<file path="src/rtl/imem_loader_pkg.sv">
// Shared types and widths for the instruction-memory loader.
package imem_loader_pkg;

  localparam int unsigned BYTE_W     = 8;
  localparam int unsigned WORD_W     = 32;
  localparam int unsigned ADDR_W     = 32;
  localparam int unsigned COUNT_W    = 16;
  localparam int unsigned WORD_BYTES = 4;
  localparam int unsigned BCNT_W     = 2;

  typedef enum logic [2:0] {
    IDLE,
    HDR_HI,
    HDR_LO,
    DATA,
    WRITE,
    DONE,
    ERROR
  } loader_state_t;

  // Byte address of word idx: base + 4*idx, 32-bit unsigned.
  function automatic logic [ADDR_W-1:0] word_addr(input logic [ADDR_W-1:0]  base,
                                                  input logic [COUNT_W-1:0] idx);
    return base + ADDR_W'({idx, 2'b00});
  endfunction

endpackage

</file>
<file path="src/rtl/imem_loader_if.sv">
// Byte-stream valid/ready channel feeding the loader.
interface imem_loader_if;
  import imem_loader_pkg::*;

  logic              in_valid;
  logic [BYTE_W-1:0] in_data;
  logic              in_ready;

  modport master (output in_valid, output in_data, input in_ready);
  modport slave  (input in_valid, input in_data, output in_ready);

endinterface

</file>
<file path="src/rtl/imem_loader_word_assembler.sv">
// 8->32 MSB-first word assembler. Only the first three bytes are stored;
// word_out presents them together with the byte currently on byte_in, so the
// complete word is available in the same cycle the fourth byte transfers.
module imem_loader_word_assembler
  import imem_loader_pkg::*;
(
  input  logic              clk,
  input  logic              resetN,
  input  logic              clear,
  input  logic              shift_en,
  input  logic [BYTE_W-1:0] byte_in,
  output logic [WORD_W-1:0] word_out,
  output logic              word_full
);

  localparam int unsigned HELD_W = WORD_W - BYTE_W;

  logic [HELD_W-1:0] r_held;
  logic [BCNT_W-1:0] r_byte_cnt;

  // Shift held bytes MSB-first; byte counter wraps 3 -> 0 at each word boundary.
  always_ff @(posedge clk) begin
    if (!resetN || clear) begin
      r_held     <= '0;
      r_byte_cnt <= '0;
    end else if (shift_en) begin
      r_held     <= {r_held[HELD_W-BYTE_W-1:0], byte_in};
      r_byte_cnt <= r_byte_cnt + BCNT_W'(1);
    end
  end

  assign word_out  = {r_held, byte_in};
  assign word_full = shift_en && (r_byte_cnt == BCNT_W'(WORD_BYTES - 1));

endmodule

</file>
<file path="src/rtl/imem_loader.sv">
// Programs instruction memory from a byte stream (16-bit BE word count, then
// 32-bit BE words) and holds the CPU in reset until the load completes.
module imem_loader
  import imem_loader_pkg::*;
#(
  parameter int unsigned MEM_SIZE  = 256,
  parameter int unsigned BASE_ADDR = 0
) (
  input  logic              clk,
  input  logic              resetN,
  input  logic              i_start,
  imem_loader_if.slave      i_bs,
  output logic              o_mem_we,
  output logic [ADDR_W-1:0] o_mem_addr,
  output logic [WORD_W-1:0] o_mem_wdata,
  output logic              o_busy,
  output logic              o_done,
  output logic              o_error,
  output logic              o_cpu_resetN
);

  localparam int unsigned MAX_WORDS = MEM_SIZE / WORD_BYTES;

  loader_state_t      r_state;
  logic               r_in_ready;
  logic               r_mem_we;
  logic [ADDR_W-1:0]  r_mem_addr;
  logic [WORD_W-1:0]  r_mem_wdata;
  logic               r_busy;
  logic               r_done;
  logic               r_error;
  logic               r_cpu_resetN;
  logic [COUNT_W-1:0] r_count;
  logic [COUNT_W-1:0] r_word_idx;

  logic               w_xfer;
  logic               w_start_ok;
  logic               w_shift;
  logic               w_word_full;
  logic               w_last_word;
  logic               w_hdr_over;
  logic [WORD_W-1:0]  w_word;
  logic [COUNT_W-1:0] w_hdr_count;

  assign w_xfer      = i_bs.in_valid && r_in_ready;
  assign w_start_ok  = i_start && ((r_state == IDLE) || (r_state == DONE) || (r_state == ERROR));
  assign w_shift     = w_xfer && (r_state == DATA);
  assign w_hdr_count = {r_count[COUNT_W-1:BYTE_W], i_bs.in_data};
  assign w_hdr_over  = 32'(w_hdr_count) > 32'(MAX_WORDS);
  assign w_last_word = (r_word_idx + COUNT_W'(1)) == r_count;

  imem_loader_word_assembler u_asm (
    .clk       (clk),
    .resetN    (resetN),
    .clear     (w_start_ok),
    .shift_en  (w_shift),
    .byte_in   (i_bs.in_data),
    .word_out  (w_word),
    .word_full (w_word_full)
  );

  // Loader FSM; every output is registered and set on the transition into its state.
  always_ff @(posedge clk) begin
    if (!resetN) begin
      r_state      <= IDLE;
      r_in_ready   <= 1'b0;
      r_mem_we     <= 1'b0;
      r_mem_addr   <= '0;
      r_mem_wdata  <= '0;
      r_busy       <= 1'b0;
      r_done       <= 1'b0;
      r_error      <= 1'b0;
      r_cpu_resetN <= 1'b0;
      r_count      <= '0;
      r_word_idx   <= '0;
    end else begin
      r_mem_we <= 1'b0;
      case (r_state)
        IDLE, DONE, ERROR: begin
          if (i_start) begin
            r_state      <= HDR_HI;
            r_in_ready   <= 1'b1;
            r_busy       <= 1'b1;
            r_done       <= 1'b0;
            r_error      <= 1'b0;
            r_cpu_resetN <= 1'b0;
            r_count      <= '0;
            r_word_idx   <= '0;
          end
        end
        HDR_HI: begin
          if (w_xfer) begin
            r_count[COUNT_W-1:BYTE_W] <= i_bs.in_data;
            r_state                   <= HDR_LO;
          end
        end
        HDR_LO: begin
          if (w_xfer) begin
            r_count[BYTE_W-1:0] <= i_bs.in_data;
            if (w_hdr_count == '0) begin
              r_state      <= DONE;
              r_in_ready   <= 1'b0;
              r_busy       <= 1'b0;
              r_done       <= 1'b1;
              r_cpu_resetN <= 1'b1;
            end else if (w_hdr_over) begin
              r_state    <= ERROR;
              r_in_ready <= 1'b0;
              r_busy     <= 1'b0;
              r_error    <= 1'b1;
            end else begin
              r_state <= DATA;
            end
          end
        end
        DATA: begin
          if (w_word_full) begin
            r_state     <= WRITE;
            r_in_ready  <= 1'b0;
            r_mem_we    <= 1'b1;
            r_mem_addr  <= word_addr(ADDR_W'(BASE_ADDR), r_word_idx);
            r_mem_wdata <= w_word;
          end
        end
        WRITE: begin
          if (w_last_word) begin
            r_state      <= DONE;
            r_busy       <= 1'b0;
            r_done       <= 1'b1;
            r_cpu_resetN <= 1'b1;
          end else begin
            r_state    <= DATA;
            r_in_ready <= 1'b1;
            r_word_idx <= r_word_idx + COUNT_W'(1);
          end
        end
        default: begin
          r_state    <= IDLE;
          r_in_ready <= 1'b0;
          r_busy     <= 1'b0;
        end
      endcase
    end
  end

  assign i_bs.in_ready = r_in_ready;
  assign o_mem_we      = r_mem_we;
  assign o_mem_addr    = r_mem_addr;
  assign o_mem_wdata   = r_mem_wdata;
  assign o_busy        = r_busy;
  assign o_done        = r_done;
  assign o_error       = r_error;
  assign o_cpu_resetN  = r_cpu_resetN;

endmodule
</file>
<file path="src/flat_wrapper.sv">
// flat-port wrapper written by rule: the top's interface ports become plain ports
module imem_loader_flat import imem_loader_pkg::*;
#(
  parameter int unsigned MEM_SIZE  = 256,
  parameter int unsigned BASE_ADDR = 0
)
  (clk, resetN, i_start, o_mem_we, o_mem_addr, o_mem_wdata, o_busy, o_done, o_error, o_cpu_resetN, i_bs_in_valid, i_bs_in_data, i_bs_in_ready);
  imem_loader_if i_bs_i ();
  input  logic clk;
  input  logic resetN;
  input  logic i_start;
  output logic o_mem_we;
  output logic [ADDR_W-1:0] o_mem_addr;
  output logic [WORD_W-1:0] o_mem_wdata;
  output logic o_busy;
  output logic o_done;
  output logic o_error;
  output logic o_cpu_resetN;
  input wire logic [$bits(i_bs_i.in_valid)-1:0] i_bs_in_valid;
  input wire logic [$bits(i_bs_i.in_data)-1:0] i_bs_in_data;
  output wire logic [$bits(i_bs_i.in_ready)-1:0] i_bs_in_ready;
  assign i_bs_i.in_valid = i_bs_in_valid;
  assign i_bs_i.in_data = i_bs_in_data;
  assign i_bs_in_ready = i_bs_i.in_ready;
  imem_loader #(.MEM_SIZE(MEM_SIZE), .BASE_ADDR(BASE_ADDR)) u_core (.clk(clk), .resetN(resetN), .i_start(i_start), .i_bs(i_bs_i), .o_mem_we(o_mem_we), .o_mem_addr(o_mem_addr), .o_mem_wdata(o_mem_wdata), .o_busy(o_busy), .o_done(o_done), .o_error(o_error), .o_cpu_resetN(o_cpu_resetN));
endmodule
</file>
<file path="config.mk">
export PLATFORM = sky130hd
export DESIGN_NAME = imem_loader_flat
export DESIGN_NICKNAME = d
export VERILOG_FILES = /design/src/rtl/imem_loader_pkg.sv /design/src/rtl/imem_loader_if.sv /design/src/rtl/imem_loader_word_assembler.sv /design/src/rtl/imem_loader.sv /design/src/flat_wrapper.sv
export SDC_FILE = /design/constraint.sdc
export NUM_CORES = 1
export LEC_CHECK = 0
export CORE_UTILIZATION = 54
export CTS_BUF_LIST = sky130_fd_sc_hd__clkbuf_8
export DETAILED_ROUTE_END_ITERATION = 7
export PLACE_DENSITY = 0.91
export SLEW_MARGIN = 20
export SYNTH_ARGS = -nofsm -noshare
export SYNTH_HDL_FRONTEND = slang
export SYNTH_HIERARCHICAL = 1
export SYNTH_SLANG_ARGS = --single-unit
</file>
<file path="constraint.sdc">
create_clock -name clk -period 2.65 [get_ports clk]
set_input_delay 0.53 -clock clk [delete_from_list [all_inputs] [get_ports clk]]
set_output_delay 0.53 -clock clk [all_outputs]
set_load 0.05 [all_outputs]
</file>
# --- Yosys cells after proc, flatten, opt, wreduce, memory -nomap -nowiden ---
# Cells that the tools add are included.
word_totals:
  reg_bits: 114
  output_inout_bits: 70
  word_cells: 95
op_classes:
  add_sub_neg: 2
  n_lt_le_gt_ge: 1
  eq_ne: 18
  n_mux: 33
  bitwise: 2
  reduce_logical: 26
op_table:
  columns: ["op", "count"]
  rows:
  - ["$mux 16", 2]
  - ["$pmux 16 s2", 1]
  - ["$pmux 8 s2", 2]
  - ["$mux 3", 7]
  - ["$add 16x1->16 const B", 1]
  - ["$eq 16x16->1", 1]
  - ["$gt 16x7->1 const B", 1]
  - ["$logic_not 16->1", 1]
  - ["$mux 1", 15]
  - ["$pmux 3 s5", 1]
  - ["$reduce_and 5->1", 3]
  - ["$ne 2x1->1 const B", 5]
  - ["$eq 3x3->1 const B", 3]
  - ["$reduce_and 3->1", 3]
  - ["$mux 8", 1]
  - ["$ne 2x2->1 const B", 4]
  - ["$eq 3x2->1 const B", 2]
  - ["$reduce_and 6->1", 1]
  - ["$reduce_bool 2->1", 3]
  - ["$pmux 1 s5", 1]
  - ["$logic_and 1x1->1", 4]
  - ["$pmux 1 s4", 1]
  - ["$reduce_and 2->1", 2]
  - ["$reduce_and 4->1", 1]
  - ["13 further kinds", 16]

# --- Depth between registers and ports, before layout ---
# Gate-level depths: netlist (run 1).
depth:
  word_depth: 5
  mapped_depth: 12
  mapped_depth_nobuf: 10

# --- Hierarchy ---
# Netlist (run 1), hierarchy kept.
by_module_without_submodules:
  columns: ["module", "instances", "cells_each", "area_per_inst_um2"]
  rows:
  - ["imem_loader", 1, 548, 4454.3]
  - ["imem_loader_word_assembler", 1, 95, 1047.3]

# --- Worst setup path after synthesis (run 1) ---
# Ideal clock, no wire load.
synth_timing:
  kind: "register to register"
  start: "reg u_core.r_in_ready (netlist: u_core/i_bs.in_ready)"
  end: "reg u_core.r_mem_wdata[14] (netlist: u_core/o_mem_wdata[14])"
  setup_time_ns: 0.076
  arrival_ns: 2.433
  setup_slack_ns: 0.142
  path_stages_with_launch: 12
  period_less_slack_ns: 2.508
  cell_sequence: "dfxtp_1 > nand2_1 > nor2_1 > buf_6 > buf_12 > and2_1 > inv_1 > nor2_1 > clkbuf_1 > buf_1 > nand2_1 > a21boi_0"
synth_between:
  elab_chain_cells: 4
synth_lines:
  columns: ["element", "line", "text"]
  rows:
  - ["start: declaration", "imem_loader.sv:25", "logic r_in_ready;"]
  - ["start signal: assignment", "imem_loader.sv:66", "r_in_ready <= 1'b0;"]
  - ["start signal: assignment", "imem_loader.sv:82", "r_in_ready <= 1'b1;"]
  - ["start signal: assignment", "imem_loader.sv:102", "r_in_ready <= 1'b0;"]
  - ["$logic_and 1x1->1", "imem_loader.sv:45", "assign w_xfer = i_bs.in_valid && r_in_ready;"]
  - ["$logic_and 1x1->1", "imem_loader.sv:47", "assign w_shift = w_xfer && (r_state == DATA);"]
  - ["net u_core.w_shift", "imem_loader.sv:38", "logic w_shift;"]
  - ["$logic_and 1x1->1", "imem_loader_word_assembler.sv:33", "assign word_full = shift_en && (r_byte_cnt == BCNT_W'(WORD_BYTES - 1));"]
  - ["net u_core.w_word_full", "imem_loader.sv:39", "logic w_word_full;"]
  - ["$reduce_and 2->1 (no source line)", null, null]
  - ["end signal: assignment", "imem_loader.sv:122", "r_mem_wdata <= w_word;"]
  - ["end: declaration", "imem_loader.sv:28", "logic [WORD_W-1:0] r_mem_wdata;"]
# The timed path passes the listed nets, and every way through them passes these cells.
# A chain may end at the register's enable or synchronous reset.

# --- Worst setup path after layout (run 1) ---
layout_timing:
  start: "reg u_core.r_word_idx[0]"
  end: "reg u_core.r_word_idx[13]"
layout_between:
  elab_chain_cells: 4
  word_cells_on_any_way: 6
  cone_classes: "add/sub (1); eq/ne (2); mux (2); reduce/logical (1)"
layout_lines:
  columns: ["element", "line", "text"]
  rows:
  - ["start: declaration", "imem_loader.sv:34", "logic [COUNT_W-1:0] r_word_idx;"]
  - ["start signal: assignment", "imem_loader.sv:134", "r_word_idx <= r_word_idx + COUNT_W'(1);"]
  - ["$add 16x1->16 *", "imem_loader.sv:50, imem_loader.sv:134", null]
  - ["$eq 16x16->1", "imem_loader.sv:50", "assign w_last_word = (r_word_idx + COUNT_W'(1)) == r_count;"]
  - ["$ne 2x2->1 (no source line)", null, null]
  - ["$reduce_and 3->1 (no source line)", null, null]
# Every way passes the cells marked *; elsewhere a longest branch is shown, timed or not. The select of a mux whose other input is x is not followed.

==> impl_metrics.py, run 1 <==
metrics = {
    "run_status": {
        "status": "finished, final reports clean",
    },
    "grt": {
        "grt_usage": 0.2793,
        "antenna_found_initial": 0,
        "grt_pass1_wl_um": 22550,
        "first_global_vias": 4597,
        "grt_overflow": 0,
        "grt_max_degree": 53,
    },
    "die": {
        "die_x_um": 102.9,
        "dieHeight_um": 102.9,
        "fp.dieArea_mm2": 0.01060,
        "core_area_mm2": 0.009819,
        "start_util": 0.5603,
        "rows": 36,
        "io_pins": 82,
    },
    "critical_path": {
        "slowest_delay_ns": 0.40,
        "worst-path-max-fanout": 8,
        "critPathBufInv": 2,
        "slowest_stage": "dfxtp_1",
        "start_kind": "flip-flop",
        "reg2reg_depth": 10,
        "rr_startpoint": "u_core/r_word_idx[0]",
        "crit_chain": "buf_4, and4_4, buf_4, a21o_1, a211oi_1, o21a_1, o2111ai_4, or2b_2, o211ai_1, o31ai_1",
        "cp_data_arrival_time_ns": 2.81,
        "crit_family": "compound AO/OA/AOI/OAI gates",
        "crit_top_cell": "buf_4",
        "r2r_slack_ns": 0.13,
        "worst-endpoint-required_ns": 2.94,
        "end_kind": "flip-flop",
        "timing.rr.end": "u_core/r_word_idx[13]",
        "critical_path_class": "flip-flop to flip-flop",
    },
    "logic_synthesis": {
        "yosys.area.top_type_share": 0.4148,
        "async_reset_ff_frac": 0,
        "synth_ff_type": "dfxtp_1",
        "yosys.area.top_type": "dfxtp_1",
        "synth_cells": 643,
        "synth_area_mm2": 0.005502,
        "yosysUniqueCellTypes": 66,
        "synth_edf_count": 0,
        "synth_area_leaders": "dfxtp_1, a21boi_0, nand2_1, mux2i_1, buf_4",
        "ys_seq_elements": 114,
        "ys_warn_count": 6,
        "synth-seq-area-share": 0.4148,
        "syn_area_per_cell_um2": 8.556,
    },
    "finish": {
        "fin_nets": 736,
        "area_delta_synth_final_pct": 22.90,
        "drive_gt1_frac": 0.1429,
        "finalInstanceArea_mm2": 0.006761,
        "num_antenna_cells": 0,
    },
    "clocking": {
        "cts.sinks": 114,
        "cts_root_buf": "clkbuf_8",
        "clkTransAtPathRegs_ns": 0.07,
        "clk_latency_ns": 0.43,
        "htreeDepth": 4,
        "cts_tree": "built",
        "numCtsBuffers": 17,
        "ctsHoldBuffers": 0,
        "cts_buffer_depth": 2,
    },
    "sta": {
        "layout_min_cycle_time_ns": 2.517,
        "slew_headroom": 0.4469,
        "finalMaxSlewViolations": 0,
        "tns_ns": 0,
        "max_freq_ghz": 0.3974,
        "finalCritPeriodShare": 0.9497,
        "finalSetupViolCount": 0,
        "tightest_slew_ns": 0.8258,
        "clock-skew-final_ns": 0.01108,
        "hold_viol_final": 0,
    },
    "pwr": {
        "p_comb_frac": 0.252,
        "p_leak_nw": 2.306,
        "clock_power_share": 0.366,
        "cellInternalPower_mw": 3.345,
        "pwr-share-seq": 0.381,
        "p_sw_mw": 1.611,
        "ir_worst_vdd_mv": 0.5232,
        "power_density_mw_per_mm2": 733.0,
        "switching_share": 0.3250,
    },
    "place": {
        "place_area_mm2": 0.006280,
        "place.detailed.hpwl_um": 9724,
        "port_buffers": 65,
        "place_congestion": 0.9126,
    },
    "worst_hold_path": {
        "hold_end": "u_core/o_mem_wdata[31]",
        "holdPathStages": 2,
        "holdCritStartpoint": "u_core/o_mem_wdata[31]",
        "hp-class": "flip-flop to flip-flop",
    },
    "routing": {
        "firstDrtPassIters": 5,
        "wl_met2_um": 6582,
        "wl_met3_um": 901,
        "drt_wl_total_um": 13880,
        "wire_per_inst_um": 15.99,
        "top_layer": "met4",
        "drc": 0,
        "dr_total_vias": 4849,
        "detail-route-antenna-nets": 0,
        "vias_per_cell": 5.586,
        "met1_length_um": 5942,
        "drt_first_iter_violations": 295,
    },
    "run": {
        "maxCapViolCount": 0,
    },
}
## synth_stat cells (4+ instances only)
cell type and count:
buf_4 27, o211ai_1 7, nor2b_1 5, xnor2_1 16, o31ai_1 8, o21ai_0 14
clkbuf_1 21, o21a_1 8, buf_2 5, xor2_1 5, nor3_1 8, inv_1 4
nand3_1 30, and2_1 6, nand2_1 132, a31oi_1 7, nand2b_1 6, buf_6 6
mux2i_1 25, nor2_1 36, o21ai_1 4, a21oi_1 14, nor4_1 4, a21boi_0 68
dfxtp_1 114
## worst register-to-register path, stage by stage, from the launching register on
cell and delay (ns):
dfxtp_1 0.40, buf_4 0.17, and4_4 0.26, buf_4 0.13
a21o_1 0.11, a211oi_1 0.06, o21a_1 0.22, o2111ai_4 0.32
or2b_2 0.38, o211ai_1 0.21, o31ai_1 0.13
## worst max-delay path by stage
stage	depth (start not counted)	end	slack, ns	from
after floorplan	11	u_core/o_mem_wdata[14]	0.14	u_core/i_bs.in_ready
after global placement	9	u_core/o_busy	-0.07	i_bs_in_data[4]
after detailed placement	9	u_core/o_busy	-0.12	i_bs_in_data[4]
after CTS	10	u_core/r_word_idx[3]	0.02	u_core/r_word_idx[0]
after global routing	10	u_core/r_word_idx[7]	-0.007	u_core/r_word_idx[0]
final	10	u_core/r_word_idx[13]	0.13	u_core/r_word_idx[0]
## power by group through the flow
stage                     clock [mW]  sequential (mW)  combinational, mW
after detailed placement           0             1.92               1.21
after global placement             0             1.92               1.18
final                           1.82             1.89               1.25
after global routing            1.93             1.90               1.35
after floorplan                    0             1.94              0.886
after CTS                       1.85             1.89               1.22
## layout make-up
| type | count | area [um2] |
|---|---|---|
| clock buffer | 20 | 275.3 |
| tap | 133 | 166.4 |
| timing repair buffer | 112 | 998.5 |
| inverter | 4 | 15.01 |
| clock inverter | 12 | 180.2 |
| multi-input combinational | 473 | 2844 |
| sequential | 114 | 2282 |
| fill | 793 | 3058 |
## placed cells by master (no fill, tap or decap), types with 3 or more instances in the layout
| cell | instances |
|---|---|
| clkdlybuf4s50_1 | 64 |
| bufinv_16 | 4 |
| nand3_1 | 29 |
| and3_2 | 3 |
| o211ai_1 | 7 |
| nor3_1 | 8 |
| clkbuf_8 | 20 |
| clkinvlp_4 | 5 |
| a21boi_0 | 68 |
| a31oi_1 | 7 |
| nor2b_1 | 5 |
| and3_1 | 3 |
| o21ai_1 | 5 |
| nor2_1 | 33 |
| conb_1 | 16 |
| xnor2_1 | 16 |
| buf_4 | 47 |
| a21oi_1 | 14 |
| o21a_1 | 8 |
| xor2_1 | 5 |
| nor4_1 | 4 |
| o31ai_1 | 8 |
| or3_1 | 3 |
| and2_1 | 6 |
| nor2_2 | 4 |
| nand4_1 | 3 |
| o21ai_0 | 13 |
| nand2b_1 | 6 |
| mux2i_1 | 25 |
| inv_1 | 4 |
| dfxtp_1 | 114 |
| nand2_1 | 131 |
## stage by stage
step | utilization | std cells | power (mW) | worst slack [ns] | hold slack, ns
final | 0.6886 | 868 | 4.956 | 0.1334 | 0.4613
after CTS | 0.6859 | 867 | 4.951 | 0.01876 | 0.4663
after global placement | 0.6395 | 835 | 3.103 | -0.07053 | 0.4502
after global routing | 0.6886 | 868 | 5.172 | -0.007280 | 0.4893
after floorplan | - | 658 | 2.830 | 0.1415 | 0.4403
after detailed placement | 0.6395 | 835 | 3.133 | -0.1192 | 0.4565
## routing by layer
layer,vias to the layer above,global-route usage
met2,181,0.4672
met4,0,0.1322
met5,-,0
met3,34,0.06983
li1,2343,-
met1,2291,0.3371
## kinds of logic (layout without fill, tap and decap cells)
logic type               count (synthesis)  count (layout)  share of synthesized area
buffers and inverters                   71             148                    0.08460
adder cells (fa/ha/maj)                  2               2                   0.004548
AND/OR/NAND/NOR                        255             255                     0.2111
AO/OA/AOI/OAI                          154             154                     0.2054
flip-flops                             114             114                     0.4148
XOR/XNOR                                21              21                    0.03343
other                                    1              16                  0.0006816
multiplexers                            25              25                    0.04549
## sequential cells by signal (all words and copies together) (netlist names)
signal / flops
u_core/u_asm/r_byte_cnt: 2
u_core/o_mem_addr: 16
u_core/o_busy: 1
u_core/o_mem_we: 1
u_core/i_bs.in_ready: 1
u_core/r_word_idx: 16
u_core/r_count: 16
u_core/u_asm/r_held: 24
u_core/o_mem_wdata: 32
u_core/o_error: 1
u_core/r_state: 3
u_core/o_cpu_resetN: 1
## timing repair
action / CTS / global route
resized for setup: 0 / 7
setup endpoints to repair: 0 / 19
setup buffers: 0 / 1
Power figures use the tool's default switching activity.
==> run 2, diff against run 1 <==
Clock period 2.65 ns to 3.09 ns, I/O delays scaled along.
==> impl_metrics.py, run 2 (synthesized netlist as in run 1, its figures left out) <==
metrics = {
    "routing": {
        "vias_per_cell": 5.742,
        "detail-route-antenna-nets": 0,
        "drc": 0,
        "firstDrtPassIters": 7,
        "dr_total_vias": 4869,
        "wire_per_inst_um": 16.64,
        "drt_first_iter_violations": 394,
        "drt_wl_total_um": 14110,
    },
    "critical_path": {
        "slowest_delay_ns": 0.55,
        "critical_path_class": "flip-flop to flip-flop",
        "cp_data_arrival_time_ns": 3.13,
        "crit_chain": "and4_2, nand2_1, or3_1, a221oi_2, o2111ai_4, nand2_1, buf_4, nor3_1, o21a_1",
        "slowest_stage": "dfxtp_1",
        "worst-endpoint-required_ns": 3.40,
        "worst-path-max-fanout": 11,
        "crit_top_cell": "nand2_1",
        "start_kind": "flip-flop",
        "reg2reg_depth": 9,
        "end_kind": "flip-flop",
    },
    "finish": {
        "area_delta_synth_final_pct": 19.79,
        "layout_common_cells": "nand2_1, dfxtp_1, a21boi_0, clkdlybuf4s50_1, nor2_1",
        "largest_register_ffs": 32,
        "fin_nets": 720,
        "drive_gt1_frac": 0.1147,
        "n_fill_cell": 814,
        "fin_cells": 848,
        "multi_input_area_mm2": 0.002838,
        "num_antenna_cells": 0,
        "ff_latch_area_mm2": 0.002282,
        "final_common_cell": "nand2_1",
    },
    "sta": {
        "rsz0062_at_grt": "no",
        "clock-skew-final_ns": 0.008125,
        "finalMaxSlewViolations": 0,
        "tightest_slew_ns": 0.6179,
        "hold-worst-slack_ns": 0.4612,
        "finalCritPeriodShare": 0.9108,
        "finalSetupViolCount": 0,
        "layout_min_cycle_time_ns": 2.814,
        "slew_headroom": 0.5865,
        "hold_viol_final": 0,
        "tns_ns": 0,
        "max_freq_ghz": 0.3553,
    },
    "grt": {
        "grt_overflow": 0,
        "first_global_vias": 4439,
        "grt_max_degree": 60,
        "antenna_found_initial": 0,
        "grt_pass1_wl_um": 22130,
        "grt_usage": 0.2776,
    },
    "clocking": {
        "cts_buffer_depth": 2,
        "postCtsSetupBuffers": 0,
        "cts_resized": 0,
        "numCtsBuffers": 17,
        "cts_tree": "built",
        "ctsHoldBuffers": 0,
        "cts.sinks": 114,
        "cts_root_buf": "clkbuf_8",
        "clkTransAtPathRegs_ns": 0.06,
        "clk_latency_ns": 0.43,
        "htreeDepth": 4,
    },
    "run_status": {
        "status": "finished, final reports clean",
    },
    "die": {
        "start_util": 0.5603,
        "core_area_mm2": 0.009819,
        "io_pins": 82,
        "fp.dieArea_mm2": 0.01060,
        "rows": 36,
        "dieHeight_um": 102.9,
        "die_x_um": 102.9,
    },
    "run": {
        "maxCapViolCount": 0,
    },
    "pwr": {
        "p_leak_nw": 2.222,
        "ir_worst_vdd_mv": 0.3644,
        "power_density_mw_per_mm2": 625.8,
        "finalPower_mw": 4.124,
    },
    "place": {
        "port_buffers": 65,
        "dp.cells": 820,
        "place_congestion": 0.8933,
        "place.detailed.hpwl_um": 9910,
    },
    "worst_hold_path": {
        "hp-class": "flip-flop to flip-flop",
        "holdPathStages": 2,
    },
}
run 2: cell count changes in the layout (fill, tap and decap cells not counted), sizes merged:
cell and change:
buf -16, inv +1, clkbuf +1, bufinv -1, clkinvlp -5
run 2: worst paths after layout:
| path | from | endpoint | slack (ns) |
|---|---|---|---|
| setup / recovery | u_core/r_word_idx[2] | u_core/r_word_idx[4] | 0.28 |
| hold reg to reg | u_core/o_mem_addr[13] | u_core/o_mem_addr[13] | 0.46 |
| setup reg to reg | u_core/r_word_idx[2] | u_core/r_word_idx[4] | 0.28 |
| hold / removal | u_core/o_mem_addr[13] | u_core/o_mem_addr[13] | 0.46 |
run 2: area by class of cell:
type                            instances  share of cell area
Clock buffer                           21             0.04386
Multi-Input combinational cell        473              0.4306
Clock inverter                          7             0.01652
Tap cell                              133             0.02525
Inverter                                4            0.002278
Timing Repair Buffer                   96              0.1352
Sequential cell                       114              0.3463
run 2: through the flow:
step / setup WS (ns) / cell area [um2] / util
detailed placement: 0.2277 / 6180 / 0.6293
finish: 0.2755 / 6590 / 0.6711
floorplan: 0.5815 / 5558 / -
global route: 0.05181 / 6590 / 0.6711
CTS: 0.1876 / 6578 / 0.6699
global placement: 0.2540 / 6180 / 0.6293
run 2: critical path, delay by kind of cell (launching register included):
family	cells	cell delay [ns]
flip-flops	1	0.55
AND/OR/NAND/NOR	5	1.12
AO/OA/AOI/OAI	3	0.87
buffers and inverters	1	0.16
run 2: report_power, final:
group          switching, mW  leakage [nW]  internal (mW)  total [mW]
Combinational          0.710          1.09          0.401        1.11
Sequential            0.0611         0.920           1.53        1.59
Clock                  0.564         0.210          0.858        1.42
Total                   1.33          2.22           2.79        4.12
run 2: per-layer routing:
layer,wire [um],global-route usage,part of all wire,vias up
met5,0,0,0,-
met4,331,0.1073,0.023,0
met3,1189,0.07932,0.084,36
met2,6595,0.4564,0.47,256
met1,5995,0.3449,0.42,2268
li1,-,-,-,2309
==> run 3, diff against run 2 <==
Settings changed: CELL_PAD_IN_SITES_DETAIL_PLACEMENT from default to 1, CELL_PAD_IN_SITES_GLOBAL_PLACEMENT from default to 2, CORE_UTILIZATION 54 to 36, PLACE_DENSITY 0.91 to 0.95, SLEW_MARGIN 20 to 30.
==> impl_metrics.py, run 3 (synthesized netlist as in run 1, its figures left out) <==
metrics = {
    "pwr": {
        "switching_share": 0.3330,
        "cellInternalPower_mw": 2.818,
        "p_leak_nw": 2.213,
        "p_comb_frac": 0.253,
        "power_density_mw_per_mm2": 635.6,
        "p_sw_mw": 1.407,
        "clock_power_share": 0.358,
        "pwr-share-seq": 0.389,
        "ir_worst_vdd_mv": 0.3398,
    },
    "finish": {
        "num_antenna_cells": 0,
        "area_delta_synth_final_pct": 20.83,
        "fin_nets": 717,
        "layout_common_cells": "nand2_1, dfxtp_1, a21boi_0, clkdlybuf4s50_1, nor2_1",
        "drive_gt1_frac": 0.1119,
        "largest_register_ffs": 32,
        "final_common_cell": "nand2_1",
    },
    "sta": {
        "finalMaxSlewViolations": 0,
        "slew_headroom": 0.6116,
        "layout_min_cycle_time_ns": 2.791,
        "rsz0062_at_grt": "no",
        "tightest_slew_ns": 0.5679,
        "hold_viol_final": 0,
        "setup_ws_ns": 0.2992,
        "hold-worst-slack_ns": 0.4672,
        "finalSetupViolCount": 0,
        "finalCritPeriodShare": 0.9032,
        "clock-skew-final_ns": 0.01367,
        "max_freq_ghz": 0.3583,
    },
    "die": {
        "rows": 44,
        "start_util": 0.3743,
        "die_x_um": 125.6,
        "dieHeight_um": 125.6,
        "core_area_mm2": 0.01470,
        "fp.dieArea_mm2": 0.01578,
        "io_pins": 82,
    },
    "routing": {
        "firstDrtPassIters": 6,
        "drc": 7,
        "drt_wl_total_um": 15800,
        "detail-route-antenna-nets": 0,
        "dr_total_vias": 4715,
        "wire_per_inst_um": 17.58,
        "vias_per_cell": 5.245,
        "drt_first_iter_violations": 277,
    },
    "worst_hold_path": {
        "holdCritStartpoint": "u_core/o_mem_wdata[6]",
        "hold_end": "u_core/o_mem_wdata[6]",
        "hp-class": "flip-flop to flip-flop",
        "holdPathStages": 2,
    },
    "critical_path": {
        "r2r_slack_ns": 0.38,
        "cp_data_arrival_time_ns": 3.17,
        "worst-endpoint-required_ns": 3.47,
        "slowest_stage": "a2111oi_0",
        "slowest_delay_ns": 0.58,
        "rr_startpoint": "u_core/r_word_idx[1]",
        "end_kind": "flip-flop",
        "timing.rr.end": "u_core/o_busy",
        "start_kind": "input pin",
        "crit_chain": "clkdlybuf4s50_1, nor4_1, nand2_1, a2111oi_0, buf_4, o21ai_0, o221ai_1, nor2b_1, a21boi_0, o21a_1",
        "worst-path-max-fanout": 3,
        "critical_path_class": "input pin to flip-flop",
        "reg2reg_depth": 10,
    },
    "clocking": {
        "clkTransAtPathRegs_ns": 0.07,
        "cts.sinks": 114,
        "cts_root_buf": "clkbuf_8",
        "cts_tree": "built",
        "ctsHoldBuffers": 0,
        "cts_buffer_depth": 2,
        "numCtsBuffers": 17,
        "htreeDepth": 4,
        "postCtsSetupBuffers": 0,
        "clk_latency_ns": 0.44,
        "cts_resized": 0,
    },
    "place": {
        "place.detailed.hpwl_um": 11490,
        "port_buffers": 65,
        "place_congestion": 0.8564,
        "place_ws_ns": -0.06962,
    },
    "grt": {
        "grt_usage": 0.2113,
        "grt_max_degree": 51,
        "first_global_vias": 5082,
        "grt_pass1_wl_um": 26100,
        "antenna_found_initial": 0,
        "grt_overflow": 0,
    },
    "run_status": {
        "status": "finished with violations",
        "violations": "DRC",
    },
    "run": {
        "maxCapViolCount": 0,
    },
}
-- run 3: per-layer routing --
layer,GRT usage,vias up,share of wire
met5,0,-,0
met4,0.08824,0,0.025
met3,0.05607,22,0.038
met2,0.3585,92,0.48
met1,0.2525,2297,0.46
li1,-,2304,-
-- run 3: critical path, delay by kind of cell --
kind	cells	cell delay [ns]
compound gates	5	1.08
buf+inv	2	0.71
simple gates	3	0.76
-- run 3: power groups by stage --
stage | clock network (mW) | logic (mW) | registers (mW)
floorplan | 0 | 0.760 | 1.67
global placement | 0 | 1.03 | 1.66
detailed placement | 0 | 1.06 | 1.67
CTS | 1.55 | 1.07 | 1.64
global route | 1.62 | 1.17 | 1.65
finish | 1.51 | 1.07 | 1.64
-- run 3: worst max path at each step --
stage | to | startpoint | cells after the start | slack [ns]
after floorplan | u_core/o_mem_wdata[14] | u_core/i_bs.in_ready | 11 | 0.58
after global placement | u_core/o_busy | i_bs_in_data[3] | 10 | 0.26
after detailed placement | u_core/o_busy | i_bs_in_data[3] | 10 | -0.07
after CTS | u_core/o_busy | i_bs_in_data[3] | 10 | 0.37
after global routing | u_core/r_word_idx[0] | u_core/r_word_idx[1] | 11 | 0.11
final | u_core/o_busy | i_bs_in_data[3] | 10 | 0.30
-- run 3: final cells by class --
type	count	area, um2
fill	1734	8051
multi-input combinational	473	2825
sequential	114	2282
timing repair buffer	93	868.3
clock buffer	19	261.5
tap	184	230.2
clock inverter	12	165.2
inverter	4	15.01
-- run 3: stage by stage --
stage                     std cells  area [um2]  power (mW)  TNS [ns]    util
final                           899        6648       4.225         0  0.4522
after global routing            899        6648       4.440         0  0.4522
after CTS                       899        6648       4.258         0  0.4522
after global placement          868        6221       2.690         0  0.4232
after detailed placement        868        6221       2.730  -0.09242  0.4232
after floorplan                 658        5558       2.427         0       -
